--- config.mk ---
export PLATFORM = sky130hd
export DESIGN_NAME = bsg_manycore_gs_store_engine
export DESIGN_NICKNAME = d
export VERILOG_FILES = /design/src/rtl/bsg_manycore_gs_store_engine.sv
export SDC_FILE = /design/constraint.sdc
export NUM_CORES = 1
export LEC_CHECK = 0
export CORE_MARGIN = 8
export CORE_UTILIZATION = 40
export CTS_CLUSTER_SIZE = 28
export DETAILED_ROUTE_END_ITERATION = 8
export PLACE_DENSITY_LB_ADDON = 0.2
export SETUP_SLACK_MARGIN = 0.4
export SYNTH_ARGS = -nofsm -noshare
export SYNTH_HDL_FRONTEND = slang
export SYNTH_SLANG_ARGS = --single-unit
--- constraint.sdc ---
create_clock -name clk_i -period 9.9 [get_ports clk_i]
set_clock_uncertainty 0.2 [all_clocks]
set_input_delay 0.99 -clock clk_i [delete_from_list [all_inputs] [get_ports clk_i]]
set_output_delay 0.99 -clock clk_i [all_outputs]
set_load 0.02 [all_outputs]
--- src/rtl/bsg_manycore_gs_store_engine.sv ---
// Scatter-side store engine: buffers returned load words and issues one remote store per word, then a signal store.
// Optional stall statistics counter enabled by defining BSG_MANYCORE_GS_STORE_STATS_EN.
module bsg_manycore_gs_store_engine #(
  parameter int x_cord_width_p  = 8,
  parameter int y_cord_width_p  = 8,
  parameter int data_width_p    = 32,
  parameter int addr_width_p    = 32,
  parameter int load_id_width_p = 11,
  parameter int fifo_els_p      = 4
) (
  input  logic                       clk_i,
  input  logic                       reset_i,
  input  logic                       start_i,
  input  logic [data_width_p-1:0]    dst_addr_i,
  input  logic [x_cord_width_p-1:0]  dst_x_i,
  input  logic [y_cord_width_p-1:0]  dst_y_i,
  input  logic [load_id_width_p-1:0] word_len_i,
  input  logic [data_width_p-1:0]    sig_addr_i,
  input  logic                       in_v_i,
  input  logic [data_width_p-1:0]    in_data_i,
  input  logic [load_id_width_p-1:0] in_id_i,
  output logic                       in_ready_o,
  output logic                       out_v_o,
  output logic [addr_width_p-1:0]    out_addr_o,
  output logic [data_width_p-1:0]    out_data_o,
  output logic [x_cord_width_p-1:0]  out_x_o,
  output logic [y_cord_width_p-1:0]  out_y_o,
  input  logic                       out_ready_i,
  output logic                       busy_o,
  output logic                       done_o,
  output logic [31:0]                stall_cnt_o
);

  localparam int ptr_w = $clog2(fifo_els_p);

  typedef enum logic [1:0] {IDLE, STORE, SIGNAL} state_t;
  state_t state, state_n;

  logic [data_width_p-1:0]    fifo_data [fifo_els_p];
  logic [load_id_width_p-1:0] fifo_id   [fifo_els_p];
  logic [ptr_w:0]             wr_ptr, rd_ptr;
  logic                       full, empty, push, pop, latch, accept;

  logic [addr_width_p-1:0]    dst_word, sig_word, store_addr;
  logic [x_cord_width_p-1:0]  dst_x;
  logic [y_cord_width_p-1:0]  dst_y;
  logic [load_id_width_p-1:0] len, cnt;
  logic [data_width_p-1:0]    head_data;
  logic [load_id_width_p-1:0] head_id;

  // Wrap bit distinguishes full from empty when the index bits match.
  assign empty      = (wr_ptr == rd_ptr);
  assign full       = (wr_ptr[ptr_w] != rd_ptr[ptr_w]) &&
                      (wr_ptr[ptr_w-1:0] == rd_ptr[ptr_w-1:0]);
  assign in_ready_o = ~full;
  assign push       = in_v_i & in_ready_o;
  assign head_data  = fifo_data[rd_ptr[ptr_w-1:0]];
  assign head_id    = fifo_id[rd_ptr[ptr_w-1:0]];
  assign store_addr = dst_word + addr_width_p'(head_id);
  assign accept     = out_v_o & out_ready_i;
  assign out_x_o    = dst_x;
  assign out_y_o    = dst_y;

  always_comb begin
    state_n    = state;
    out_v_o    = 1'b0;
    out_addr_o = '0;
    out_data_o = '0;
    busy_o     = (state != IDLE);
    pop        = 1'b0;
    latch      = 1'b0;
    case (state)
      IDLE: begin
        if (start_i) begin
          latch   = 1'b1;
          state_n = (word_len_i == '0) ? SIGNAL : STORE;
        end
      end
      STORE: begin
        out_v_o    = ~empty;
        out_addr_o = store_addr;
        out_data_o = head_data;
        if (~empty && out_ready_i) begin
          pop = 1'b1;
          if (cnt == load_id_width_p'(len - 1'b1)) state_n = SIGNAL;
        end
      end
      SIGNAL: begin
        out_v_o    = 1'b1;
        out_addr_o = sig_word;
        out_data_o = data_width_p'(1);
        if (out_ready_i) state_n = IDLE;
      end
      default: state_n = IDLE;
    endcase
  end

  always_ff @(posedge clk_i or posedge reset_i) begin
    if (reset_i) begin
      state    <= IDLE;
      wr_ptr   <= '0;
      rd_ptr   <= '0;
      cnt      <= '0;
      len      <= '0;
      dst_word <= '0;
      sig_word <= '0;
      dst_x    <= '0;
      dst_y    <= '0;
      done_o   <= 1'b0;
    end else begin
      state  <= state_n;
      done_o <= (state == SIGNAL) && out_ready_i;
      if (push) wr_ptr <= wr_ptr + 1'b1;
      if (pop) begin
        rd_ptr <= rd_ptr + 1'b1;
        cnt    <= cnt + 1'b1;
      end
      if (latch) begin
        cnt      <= '0;
        len      <= word_len_i;
        dst_word <= addr_width_p'(dst_addr_i >> 2);
        sig_word <= addr_width_p'(sig_addr_i >> 2);
        dst_x    <= dst_x_i;
        dst_y    <= dst_y_i;
      end
    end
  end

  always_ff @(posedge clk_i) begin
    if (push) begin
      fifo_data[wr_ptr[ptr_w-1:0]] <= in_data_i;
      fifo_id[wr_ptr[ptr_w-1:0]]   <= in_id_i;
    end
  end

`ifdef BSG_MANYCORE_GS_STORE_STATS_EN
  logic [31:0] stall_cnt;
  always_ff @(posedge clk_i or posedge reset_i) begin
    if (reset_i)                                           stall_cnt <= '0;
    else if (latch)                                        stall_cnt <= '0;
    else if (out_v_o && !out_ready_i && stall_cnt != '1)   stall_cnt <= stall_cnt + 1'b1;
  end
  assign stall_cnt_o = stall_cnt;
`else
  assign stall_cnt_o = '0;
`endif

  a_no_overflow: assert property (@(posedge clk_i) disable iff (reset_i) !(in_v_i && full));
  a_id_in_range: assert property (@(posedge clk_i) disable iff (reset_i)
                                  (state == STORE && !empty) |-> (head_id < len));

  logic unused;
  assign unused = accept;

endmodule

==> flow_metrics.py <==
metrics = {
    "critical_path": {
        "crit_chain": "buf_4 > mux4_2 > ha_1 > fa_1 > a21o_1 > a21oi_1 > o21ai_1 > a221oi_4 > nor2b_1 > xnor2_1 > o21ai_1 > clkdlybuf4s50_1",
        "crit_type": "reg -> out",
        "crit_required_ps": 8710,
        "worstPathArrival_ps": 5370,
        "setup.worst_path.end_class": "primary output",
        "path_common_cell": "o21ai_1",
        "slowest_delay_ps": 670,
        "rr_worst_depth": 6,
        "crit_fanout": 34,
        "cp-start-kind": "flop",
        "cpMaxStageDelayCell": "clkdlybuf4s50_1",
    },
    "synth": {
        "syn-cell-area_um2": 12600,
        "synth_top_flop_cell": "edfxtp_1",
        "yosysSeqAreaShare": 0.621,
        "synth_seq_cells": 279,
        "synth_area_per_cell_um2": 12.6,
        "synthCells": 1005,
        "yosys.area.top_type": "edfxtp_1",
        "synthArstFlopShare": 0.384,
        "ys_types": 71,
        "synth_edf_count": 172,
        "synth_top_area_frac": 0.409,
        "synth_area_leaders": "edfxtp_1 41%, dfrtp_1 21%, nand2_1 9.1%",
        "yosysWarnings": 0,
    },
    "pwr": {
        "irDropWorstVdd_uv": 134,
        "cellLeakagePower_nw": 6.25,
        "p_per_area_nw_per_um2": 310,
    },
    "floorplan": {
        "dieArea_um2": 37500,
        "die_h_um": 194,
        "io_pins": 255,
        "die_x_um": 194,
        "rows": 65,
        "core_um2": 31300,
        "initial_core_util": 0.403,
    },
    "layout": {
        "multi_input_area_um2": 4450,
        "fin_util": 0.514,
        "antenna_cells": 0,
        "drive_gt1_frac": 0.106,
        "final_nets": 1381,
        "fin_cells": 1646,
        "syn2layout_area_growth_pct": 27.6,
        "fin_area_um2": 16100,
        "seq_area_um2": 7850,
        "num-fill-cells": 2754,
    },
    "clock_network": {
        "post_cts_buffers": 0,
        "path_clk_slew_ps": 60,
        "clock_path_buffers": 3,
        "cts_tree": "built",
        "cts_max_level": 1,
        "clock_latency_ps": 560,
        "clock_sinks": 279,
        "cts_made_buffers": 31,
        "ctsResizeCount": 0,
        "ctsHoldBuffers": 0,
        "cts-root-buf": "clkbuf_16",
    },
    "timing": {
        "clock.fmax_ghz": 0.152,
        "final-hold-violation-count": 0,
        "final.setup.tns_ps": 0,
        "finalCritPeriodShare": 0.663,
        "rsz0062_at_grt": "no",
        "drv_slew": 0,
        "worst_slew_pin_slew_ps": 1140,
        "maxSlewHeadroom": 0.236,
        "setup_viol": 0,
        "post-route-min-period_ps": 6560,
    },
    "job": {
        "max_cap_viol_count": 0,
    },
    "global_route": {
        "grt_pass1_wl_um": 48900,
        "grt_overflow": 0,
        "grt_usage": 0.161,
        "grt_pass1_vias": 8666,
        "grt_max_degree": 102,
        "antenna_found_initial": 4,
    },
    "worst_hold_path": {
        "hold_class": "reg -> reg",
        "holdPathStages": 2,
    },
    "status": {
        "status": "complete, no violations",
    },
    "place": {
        "placed_cells": 1589,
        "gp_congestion": 0.779,
        "place_area_um2": 15100,
        "place_hpwl_um": 20100,
        "portBuffers": 217,
    },
    "detailed_routing": {
        "vias_per_cell": 4.97,
        "drtPass1Iterations": 5,
        "ant_nets": 0,
        "post_drt_wl_per_cell_um": 18.5,
        "first_iter_violations": 395,
        "totalWireLength_um": 30500,
        "vias": 8173,
        "drc": 0,
    },
}
[metal layers]
metal | routed length, um | global-route usage | vias up
met5 | 51 | 0 | -
met4 | 600 | 0.0319 | 8
met3 | 2280 | 0.0502 | 42
met2 | 13700 | 0.261 | 258
met1 | 13900 | 0.212 | 3955
li1 | - | - | 3910
[cell type report]
cell class / count / share of cell area
flip-flops and latches: 279 / 0.487
multi-input cells: 670 / 0.276
repair buffers: 225 / 0.139
clock buffers: 37 / 0.0514
well taps: 402 / 0.0312
clock inverters: 20 / 0.0120
inverters: 13 / 0.00318
[cells in the mapped netlist, types with 3 or more instances]
master / number
nand2_1: 306
edfxtp_1: 172
dfrtp_1: 107
mux4_2: 43
and2_1: 36
buf_4: 35
clkbuf_1: 32
xnor2_1: 31
nor2_1: 25
o21ai_0: 23
ha_1: 21
o21ai_1: 17
xor2_1: 15
inv_1: 13
nor3_1: 12
a21oi_1: 9
and3_1: 8
nand3_1: 8
buf_2: 6
nor4_1: 5
a21o_1: 4
nand4_1: 4
nor3b_1: 4
or3_1: 4
a22o_1: 3
nor2b_1: 3
nor4b_2: 3
o21bai_1: 3
[cell usage in the layout (no fill, tap or decap), drive strengths merged, types with 4 or more instances in the layout]
master	n
or3	4
xor2	18
nand2	306
clkinv	12
dfrtp	107
nand3	8
edfxtp	172
nor3b	4
clkdlybuf4s50	217
and2	36
clkbuf	37
xnor2	31
o21ai	40
nor2	26
buf	8
and3	8
nand4	5
inv	15
ha	21
conb	33
nor4	7
nor3	14
nor4b	5
mux4	43
a21o	4
a21oi	9
[report_power, final]
| group | internal (W) | switching, W |
|---|---|---|
| logic | 0.000885 | 0.00116 |
| clock network | 0.000674 | 0.000462 |
| registers | 0.00161 | 0.000210 |
| total | 0.00317 | 0.00183 |
[cells by family after synthesis]
logic type / after synthesis / share of synthesized area
AOI/OAI and AO/OA: 84 / 0.0463
xor gates and xnor gates: 49 / 0.0376
adders and majority gates: 22 / 0.0224
buffers and inverters: 88 / 0.0372
DFF: 279 / 0.621
muxes: 45 / 0.0784
other: 1 / 0.000297
and+or+nand+nor: 437 / 0.157
[worst max-delay path: cells and delay by family, from the launching register on]
| family | cells | cell delay (ps) |
|---|---|---|
| xor+xnor | 1 | 160 |
| mux | 1 | 580 |
| compound gates | 5 | 1380 |
| flops | 1 | 620 |
| simple gates | 1 | 120 |
| fa+ha+maj | 2 | 640 |
| buf+inv | 2 | 1290 |
[sequential cells by signal (all words and copies together) (netlist names)]
| signal | count |
|---|---|
| out_x_o | 8 |
| done_o | 1 |
| fifo_data | 128 |
| fifo_id | 44 |
| sig_word | 30 |
| len | 11 |
| out_y_o | 8 |
| dst_word | 30 |
| rd_ptr | 3 |
| cnt | 11 |
| wr_ptr | 3 |
| state | 2 |
[stage by stage]
| stage | hold WS (ps) | setup WS (ps) | total power, W |
|---|---|---|---|
| floorplan | 246 | 5230 | 0.00319 |
| global route | 303 | 2890 | 0.00534 |
| CTS | 276 | 3190 | 0.00508 |
| finish | 273 | 3340 | 0.00500 |
| global placement | 259 | 3820 | 0.00390 |
| detailed placement | 262 | 3800 | 0.00392 |
[path summary, 6_finish.rpt]
path	startpoint	to	slack, ps
worst max-delay path	rd_ptr[0]$_DFFE_PP0P_	out_addr_o[12]	3340
worst min-delay path	out_y_o[1]$_DFFE_PP0P_	out_y_o[1]$_DFFE_PP0P_	270
worst max register to register	rd_ptr[1]$_DFFE_PP0P_	fifo_data[1][23]$_DFFE_PP_	6900
worst min register to register	out_y_o[1]$_DFFE_PP0P_	out_y_o[1]$_DFFE_PP0P_	270
max in group asynchronous	reset_i	sig_word[18]$_DFFE_PP0P_	7590
min in group asynchronous	reset_i	out_x_o[7]$_DFFE_PP0P_	620
No activity file was read; power rests on OpenSTA's default activity.
